--- config.mk ---
export PLATFORM = sky130hd
export DESIGN_NAME = boid_frame_writer
export DESIGN_NICKNAME = d
export VERILOG_FILES = /design/src/rtl/boid_pkg.sv /design/src/rtl/box_scanner.sv /design/src/rtl/boid_frame_writer.sv
export SDC_FILE = /design/constraint.sdc
export NUM_CORES = 1
export LEC_CHECK = 0
export BUFFER_PORTS_ARGS = -buffer_cell sky130_fd_sc_hd__buf_2
export CORE_UTILIZATION = 45
export DETAILED_ROUTE_END_ITERATION = 8
export GPL_TIMING_DRIVEN = 0
export HOLD_SLACK_MARGIN = 0.03
export PLACE_DENSITY = 0.65
export SLEW_MARGIN = 20
export SYNTH_ARGS = -nofsm -noshare
export SYNTH_HDL_FRONTEND = slang
export SYNTH_SLANG_ARGS = --single-unit
--- constraint.sdc ---
create_clock -name clk -period 6.87 [get_ports clk]
set_clock_uncertainty 0.1 [all_clocks]
set_input_delay 0.687 -clock clk [delete_from_list [all_inputs] [get_ports clk]]
set_output_delay 0.687 -clock clk [all_outputs]
set_load 0.02 [all_outputs]
--- src/rtl/boid_pkg.sv ---
// boid_pkg: shared constants, position/state types and framebuffer address helper for the boid writer.
package boid_pkg;
  localparam int VIDEO_WIDTH = 640;
  localparam int VIDEO_HEIGHT = 480;
  localparam int PIXEL_ADDRESS_WIDTH = 20;
  localparam int NUM_BOIDS = 32;
  localparam int BOX_SIZE = 2;
  localparam int IDX_W = $clog2(NUM_BOIDS);
  localparam int BOX_W = BOX_SIZE > 1 ? $clog2(BOX_SIZE) : 1;
  typedef struct packed {
    logic [9:0] x;
    logic [8:0] y;
  } boid_pos_t;
  typedef enum logic [2:0] {IDLE, ERASE, FETCH, CAPTURE, DRAW, DONE} state_t;
  // y*640 as (y<<9)+(y<<7), avoiding a multiplier
  function automatic logic [PIXEL_ADDRESS_WIDTH-1:0] pix_addr(input logic [10:0] px, input logic [9:0] py);
    return (PIXEL_ADDRESS_WIDTH'(py) << 9) + (PIXEL_ADDRESS_WIDTH'(py) << 7) + PIXEL_ADDRESS_WIDTH'(px);
  endfunction
endpackage

--- src/rtl/box_scanner.sv ---
// box_scanner: walks a BOX_SIZE x BOX_SIZE box (dy outer, dx inner), clips each pixel and forms its address.
module box_scanner import boid_pkg::*; (
  input  logic                           clk,
  input  logic                           reset,
  input  logic                           en,
  input  boid_pos_t                      base,
  output logic                           last,
  output logic                           in_range,
  output logic [PIXEL_ADDRESS_WIDTH-1:0] addr
);
  localparam logic [BOX_W-1:0] MAX = BOX_W'(BOX_SIZE - 1);
  logic [BOX_W-1:0] dx_q, dx_d, dy_q, dy_d;
  logic [10:0] px;
  logic [9:0] py;
  always_comb begin
    last = dx_q == MAX && dy_q == MAX;
    dx_d = !en ? dx_q : dx_q == MAX ? '0 : dx_q + 1'b1;
    dy_d = !en || dx_q != MAX ? dy_q : dy_q == MAX ? '0 : dy_q + 1'b1;
    px = {1'b0, base.x} + 11'(dx_q);
    py = {1'b0, base.y} + 10'(dy_q);
    in_range = px < 11'(VIDEO_WIDTH) && py < 10'(VIDEO_HEIGHT);
    addr = pix_addr(px, py);
  end
  always_ff @(posedge clk) begin
    if (reset) begin
      dx_q <= '0;
      dy_q <= '0;
    end else begin
      dx_q <= dx_d;
      dy_q <= dy_d;
    end
  end
endmodule

--- src/rtl/boid_frame_writer.sv ---
// boid_frame_writer: once per frame erases each boid's previous box and draws its new one into the 1-bit framebuffer.
module boid_frame_writer import boid_pkg::*; (
  input  logic                           clk,
  input  logic                           reset,
  input  logic                           screenEnd,
  output logic [IDX_W-1:0]               boid_index,
  input  logic [9:0]                     boid_x,
  input  logic [8:0]                     boid_y,
  output logic                           pix_wr_en,
  output logic [PIXEL_ADDRESS_WIDTH-1:0] pix_wr_addr,
  output logic                           pix_wr_data,
  output logic                           busy,
  output logic                           frame_done,
  output logic                           frame_dropped
);
  state_t state_q, state_d;
  logic [IDX_W-1:0] i_q, i_d, boid_index_q, boid_index_d;
  logic screen_end_q, start;
  logic [NUM_BOIDS-1:0] valid_q, valid_d;
  boid_pos_t pos_q [NUM_BOIDS];
  boid_pos_t pos_d [NUM_BOIDS];
  logic pix_wr_en_q, pix_wr_en_d, pix_wr_data_q, pix_wr_data_d;
  logic [PIXEL_ADDRESS_WIDTH-1:0] pix_wr_addr_q, pix_wr_addr_d;
  logic busy_q, busy_d, frame_done_q, frame_done_d, frame_dropped_q, frame_dropped_d;
  logic scan_en, scan_last, scan_in_range;
  logic [PIXEL_ADDRESS_WIDTH-1:0] scan_addr;
  // ERASE reads the old entry before CAPTURE overwrites it, so both phases share table[i]
  box_scanner u_scan (
    .clk      (clk),
    .reset    (reset),
    .en       (scan_en),
    .base     (pos_q[i_q]),
    .last     (scan_last),
    .in_range (scan_in_range),
    .addr     (scan_addr)
  );
  always_comb begin
    start = screenEnd & ~screen_end_q;
    scan_en = state_q == ERASE || state_q == DRAW;
    state_d = state_q;
    i_d = i_q;
    boid_index_d = boid_index_q;
    valid_d = valid_q;
    pos_d = pos_q;
    case (state_q)
      IDLE: begin
        state_d = start ? ERASE : IDLE;
        i_d = start ? '0 : i_q;
      end
      ERASE: begin
        state_d = scan_last ? FETCH : ERASE;
        boid_index_d = scan_last ? i_q : boid_index_q;
      end
      FETCH: state_d = CAPTURE;
      CAPTURE: begin
        state_d = DRAW;
        valid_d[i_q] = 1'b1;
        pos_d[i_q] = '{x: boid_x, y: boid_y};
      end
      DRAW: begin
        state_d = !scan_last ? DRAW : i_q == IDX_W'(NUM_BOIDS - 1) ? DONE : ERASE;
        i_d = scan_last && i_q != IDX_W'(NUM_BOIDS - 1) ? i_q + 1'b1 : i_q;
      end
      default: state_d = IDLE;
    endcase
    pix_wr_en_d = ((state_q == ERASE && valid_q[i_q]) || state_q == DRAW) && scan_in_range;
    pix_wr_data_d = state_q == DRAW;
    pix_wr_addr_d = scan_addr;
    busy_d = state_d != IDLE;
    frame_done_d = state_d == DONE;
    frame_dropped_d = start && state_q != IDLE;
  end
  always_ff @(posedge clk) begin
    if (reset) begin
      state_q <= IDLE;
      i_q <= '0;
      boid_index_q <= '0;
      screen_end_q <= 1'b0;
      valid_q <= '0;
      pix_wr_en_q <= 1'b0;
      pix_wr_data_q <= 1'b0;
      pix_wr_addr_q <= '0;
      busy_q <= 1'b0;
      frame_done_q <= 1'b0;
      frame_dropped_q <= 1'b0;
    end else begin
      state_q <= state_d;
      i_q <= i_d;
      boid_index_q <= boid_index_d;
      screen_end_q <= screenEnd;
      valid_q <= valid_d;
      pix_wr_en_q <= pix_wr_en_d;
      pix_wr_data_q <= pix_wr_data_d;
      pix_wr_addr_q <= pix_wr_addr_d;
      busy_q <= busy_d;
      frame_done_q <= frame_done_d;
      frame_dropped_q <= frame_dropped_d;
    end
    pos_q <= pos_d;
  end
  assign boid_index = boid_index_q;
  assign pix_wr_en = pix_wr_en_q;
  assign pix_wr_addr = pix_wr_addr_q;
  assign pix_wr_data = pix_wr_data_q;
  assign busy = busy_q;
  assign frame_done = frame_done_q;
  assign frame_dropped = frame_dropped_q;
endmodule

# == Word level (Yosys, flattened, before mapping) ==
# Cells that the tools add are included.
# classes
add_sub_neg,7
magnitude_cmp,6
n_eq_ne,9
mux,20
bitwise,5
n_reduce_logical,18
# ops
op,count
bitwise mux 608 bit,1
binary-select mux 19 bit (select 5 bit),1
demux 19 bit (select 5 bit),1
2-to-1 mux 19 bit,3
OR 32 bit,1
adder 19 x 17 -> 20 bit,1
adder 20 x 11 -> 20 bit,1
case mux 3 bit (5 select lines),1
adder 10 x 1 -> 11 bit,1
< comparator 11 x 10 -> 1 bit (second input constant),1
adder 9 x 1 -> 10 bit,1
< comparator 10 x 9 -> 1 bit (second input constant),1
2-to-1 mux 5 bit,2
case mux 5 bit (2 select lines),1
logical AND 1 bit,8
equality test 3 x 2 -> 1 bit (second input constant),2
equality test 3 bit (second input constant),2
greater-or-equal comparator 6 bit (second input constant),1
< comparator 5 x 6 -> 1 bit (second input constant),1
< comparator 6 x 1 -> 1 bit (second input constant),1
2-to-1 mux 3 bit,2
inverter 5 -> 6 bit,1
nonzero test 3 bit,2
adder 5 x 1 -> 5 bit (second input constant),1
19 further kinds,27
# word_totals
reg_bits,681
input_bits,22
out_inout_bits,30
elab_cells,142

# == Logic depth before layout (Yosys ltp) ==
# logic_depth
depth_word,8
ltp_mapped,26
mapped_depth_nobuf,21

# == Cells and area by module ==
# From an unflattened synthesis, not the netlist that was laid out.
# unflattened
cells_unflattened,1353
area_unflattened_um2,26520.4
# modules_own_cells
module,instances,cells_per_inst,area_per_inst_um2,seq_area_each_um2
boid_frame_writer,1,1221,25450.7,19678.9
box_scanner,1,132,1069.8,40.0

# == Worst setup path before layout ==
# Ideal clock, no wire load.
# synth_timing
path_kind,register -> register
from,reg i_q[1]
to,reg pix_wr_addr_q[18] (netlist: pix_wr_addr[18])
setup_ns,0.128
arrival_time_ns,5.226
required_ns,6.642
path_slack_ns,1.417
stages_incl_launch_ff,26
n_path_buf,6
period_less_slack_ns,5.453
path_cell_list,dfxtp_1 > clkbuf_1 > buf_4 > buf_2 > buf_2 > buf_2 > buf_1 > mux4_2 > a32oi_1 > nand4_1 > ha_1 > ha_1 > a21boi_1 > nor2_1 > inv_1 > fa_1 > inv_1 > fa_1 > a21o_1 > a21o_1 > a21o_1 > a21oi_1 > o21a_1 > o21ai_0 > xnor2_1 > nor2_1
# synth_between
elab_chain_len,7
word_cells_on_any_way,8
classes_between,add/sub: 4; mux: 3; bitwise: 1
# synth_lines
item,line,rtl
start: declaration,boid_frame_writer.sv:17,"logic [IDX_W-1:0] i_q, i_d, boid_index_q, boid_index_d;"
start signal: assignment,boid_frame_writer.sv:88,i_q <= i_d;
inverter 5 -> 6 bit (implied by the code) *,boid_frame_writer.sv:32,".base (pos_q[i_q]),"
binary-select mux 19 bit (select 5 bit) *,boid_frame_writer.sv:32,
2-to-1 mux 19 bit (implied by the code) * (2 in series),boid_frame_writer.sv:32,
adder 9 x 1 -> 10 bit,box_scanner.sv:20,"py = {1'b0, base.y} + 10'(dy_q);"
adder 19 x 17 -> 20 bit,boid_pkg.sv:17,return (PIXEL_ADDRESS_WIDTH'(py) << 9) + (PIXEL_ADDRESS_WIDTH'(py) << 7) + PIXEL_ADDRESS_WIDTH'(px);
adder 20 x 11 -> 20 bit *,boid_pkg.sv:17,
end signal: assignment,boid_frame_writer.sv:94,pix_wr_addr_q <= pix_wr_addr_d;
end: declaration,boid_frame_writer.sv:23,"logic [PIXEL_ADDRESS_WIDTH-1:0] pix_wr_addr_q, pix_wr_addr_d;"
# Every way passes the cells marked *; elsewhere a longest branch is shown, timed or not. The select of a mux whose other input is x is not followed.
# A chain may end at the register's enable or synchronous reset.

# == Worst setup path in the final report ==
# Ends and elaborated chain as after synthesis.

==> impl_results.md <==
- Status: completed
- Fillcell total: 4568
- IO Port Bufs: 50
- Area of the multi-input gates: 6855 um^2
- Chip height: 246.2 um
- Worst R2R Setup Slack: 310 ps
- Cell Count, Final, Fillers Out: 2568
- Critical Path RT: 7250 ps
- Hold Path End: screen_end_q
- Vias in the first global route: 15120
- Final wirelength: 78650 um
- Cell Area, Synth: 26830 um^2
- Fraction of layout cells with a size suffix above 1: 0.1811
- Worst Hold Class: input pin to flop
- Setup Crit Path Kind: flop to flop
- DIE WIDTH: 246.2 um
- Final Critical Period: 6560 ps
- RSZ-0062 raised after global routing: no
- Cell depth of the worst hold path: 2
- Number of synthesis warnings: 0
- Crit-path max FO: 19
- DRC violations left: 0
- Diode count: 0
- Leakage: 0.009744 uW
- Per-cell routed wire length: 30.63 um
- Final period utilization: 0.9549
- Post-Synthesis Cells: 1594
- Drt first-iter violations: 2139
- Register area: 19720 um^2
- Worst EP arrival: 6940 ps
- Syn_nets: 1646
- Total GRT Usage: 0.2625
- Setup violations, final: 0
- Top Ports: 52
- Layout area overhead: 16.31%
- Worst setup EP type: flop
- Cell total after placement: 2449
- CTS tree: done
- DR pass1 iterations: 5
- Total grt overflow: 0
- Setup WS pre-CTS: -242.7 ps
- F_max: 152.4 MHz
- Root Driver: clkbuf_16
- Nets: 1797
- Largest net degree at the start of global routing: 33
- Initial antenna violation count: 1
- Cts hold-fix bufs: 0
- Worst Max-Slew Pin Slew: 987.8 ps
- Pwr per Cell Area: 261.6 nW/um^2
- Final core occ: 0.5297
- Core area: 58910 um^2
- Mapped Avg Cell Area: 16.83 um^2
- VDD IR-drop max: 0.0001793 V
- Worst R2R End: pix_wr_addr[18]
- Post-DP Area: 29120 um^2
- Max_slew headroom: 0.3380
- Vias post-DR: 15780
- Final hold slack: 277.8 ps
- RePlAce Congestion: 0.8412
- CTS Sinks: 681
- Synth Flop Type: edfxtp_1
- Max Cap Viol: 0
- Post-synthesis async set-or-reset flop share: 0
- Critical path launch point type: flop
- Flops & latches, synth: 681
- HPWL after detailed placement: 50620 um
- Via/cell ratio: 6.144
- Clk buf depth: 3
- DRT antenna net count: 0
- Num CTS Buffers: 69
- Number of flops mapped to enable cells by yosys: 608
- Max-slew violations: 0
- Clock latency on the worst-skew pair: 610 ps
- H-tree Lvls: 3
- First-pass GRT wire length: 110400 um
- HP Start: screenEnd
- Final Instance Area: 31210 um^2
- Number of cell rows: 89
- Unique masters post-synth: 58
- Initial core utilization: 0.4554
- Hold Vio Cnt, Final: 0
- PnR worst setup slack: 309.7 ps
- Clock-pin slew on the worst setup and hold paths: 60 ps
- Die area: 60600 um^2
- Worst reg2reg startpoint: i_q[1]
- Share of the yosys chip area belonging to registers: 0.7350
- FF-to-FF path depth: 24
[registers in the layout, summed over array words and instances (netlist names)]
name,flops
boid_index,5
busy,1
frame_done,1
frame_dropped,1
i_q,5
pix_wr_addr,20
pix_wr_data,1
pix_wr_en,1
pos_q,608
screen_end_q,1
state_q,3
u_scan.dx_q,1
u_scan.dy_q,1
valid_q,32
[what timing repair did]
| item | 4_1_cts | 5_1_grt |
|---|---|---|
| gates resized for setup | 0 | 4 |
| setup buffers | 0 | 0 |
| endpoints found under the setup margin | 4 | 4 |
[critical path: stages (launching register included)]
cell      delay, ps
dfxtp_1         380
clkbuf_1        210
buf_4           210
buf_2           430
clkbuf_4        410
clkbuf_4        410
mux4_2          360
a32oi_1         280
nand4_1         260
ha_1            320
ha_1            210
a21boi_1        170
nor2_1          210
inv_1            90
fa_1            530
inv_1            60
fa_1            460
a21o_1          180
a21o_1          190
a21o_1          180
a21oi_1         220
o21a_1          190
o21ai_0         110
xnor2_1         160
nor2_1           60
[cells in the mapped netlist, types with 10 or more instances]
cell / number / area share
nand2_1: 37 / 0.0052
a21oi_1: 19 / 0.0035
nor3_1: 10 / 0.0019
buf_2: 50 / 0.0093
nor2b_1: 13 / 0.0030
nor4_1: 33 / 0.0077
o22ai_1: 125 / 0.029
mux4_2: 33 / 0.028
nor2_1: 142 / 0.020
xnor2_1: 17 / 0.0055
clkbuf_1: 15 / 0.0021
edfxtp_1: 608 / 0.68
dfxtp_1: 73 / 0.054
mux2i_1: 257 / 0.096
ha_1: 27 / 0.013
[worst max-delay path by stage]
stage	start	to	slack, ps	cells past startpoint
2_1_floorplan	i_q[1]	pix_wr_addr[18]	1420	25
3_3_place_gp	i_q[1]	pix_wr_addr[18]	-210	25
3_5_place_dp	i_q[1]	pix_wr_addr[18]	-240	25
4_1_cts	i_q[1]	pix_wr_addr[18]	150	24
5_1_grt	i_q[1]	pix_wr_addr[18]	30	25
6_report	i_q[1]	pix_wr_addr[18]	310	24
[cells by family (layout without fill, tap and decap cells)]
logic type | count (synthesis) | count (layout) | share of synthesized area
xor+xnor | 26 | 26 | 0.008488
compound gates | 181 | 181 | 0.04384
fa+ha+maj | 30 | 30 | 0.01483
mux | 290 | 290 | 0.1236
buf+inv | 92 | 293 | 0.01847
simple gates | 294 | 294 | 0.05582
flops | 681 | 681 | 0.7350
[cell usage in the layout (no fill, tap or decap), drive strengths merged, types with 17 or more instances in the layout]
cell,n
ha,27
buf,143
nand2,43
clkbuf,109
clkinv,25
mux2i,257
xnor2,17
a21oi,19
mux4,33
edfxtp,608
o22ai,128
dfxtp,73
nor4,33
nor2,142
[power by group]
part	internal, uW	total (uW)	switching, uW
Sequential	4510	4510	4.10
Combinational	21.5	99.8	78.3
Clock	1990	3550	1560
Total	6520	8160	1640
[cell type report]
class / count / share of cell area
sequential: 681 / 0.6319
multi-input combinational: 821 / 0.2197
clock buffer: 89 / 0.05942
clock inverter: 32 / 0.007297
buffer: 81 / 0.01484
inverter: 9 / 0.001083
timing repair buffer: 82 / 0.03480
tap: 773 / 0.03099
[layer usage]
metal  track usage  vias to the layer above  share of wire
li1              -                     6601              -
met2        0.4027                      944           0.45
met1        0.3667                     8017           0.40
met3       0.05512                      214           0.11
met5             0                        -        0.00022
met4        0.1010                        2          0.043
[through the flow]
step,power (uW),TNS (ps)
2_1_floorplan,4638,0
3_3_place_gp,4696,-496.4
3_5_place_dp,4702,-649.8
4_1_cts,8189,0
5_1_grt,8365,0
6_report,8162,0
Note: power is estimated with default switching activity, not from simulation.
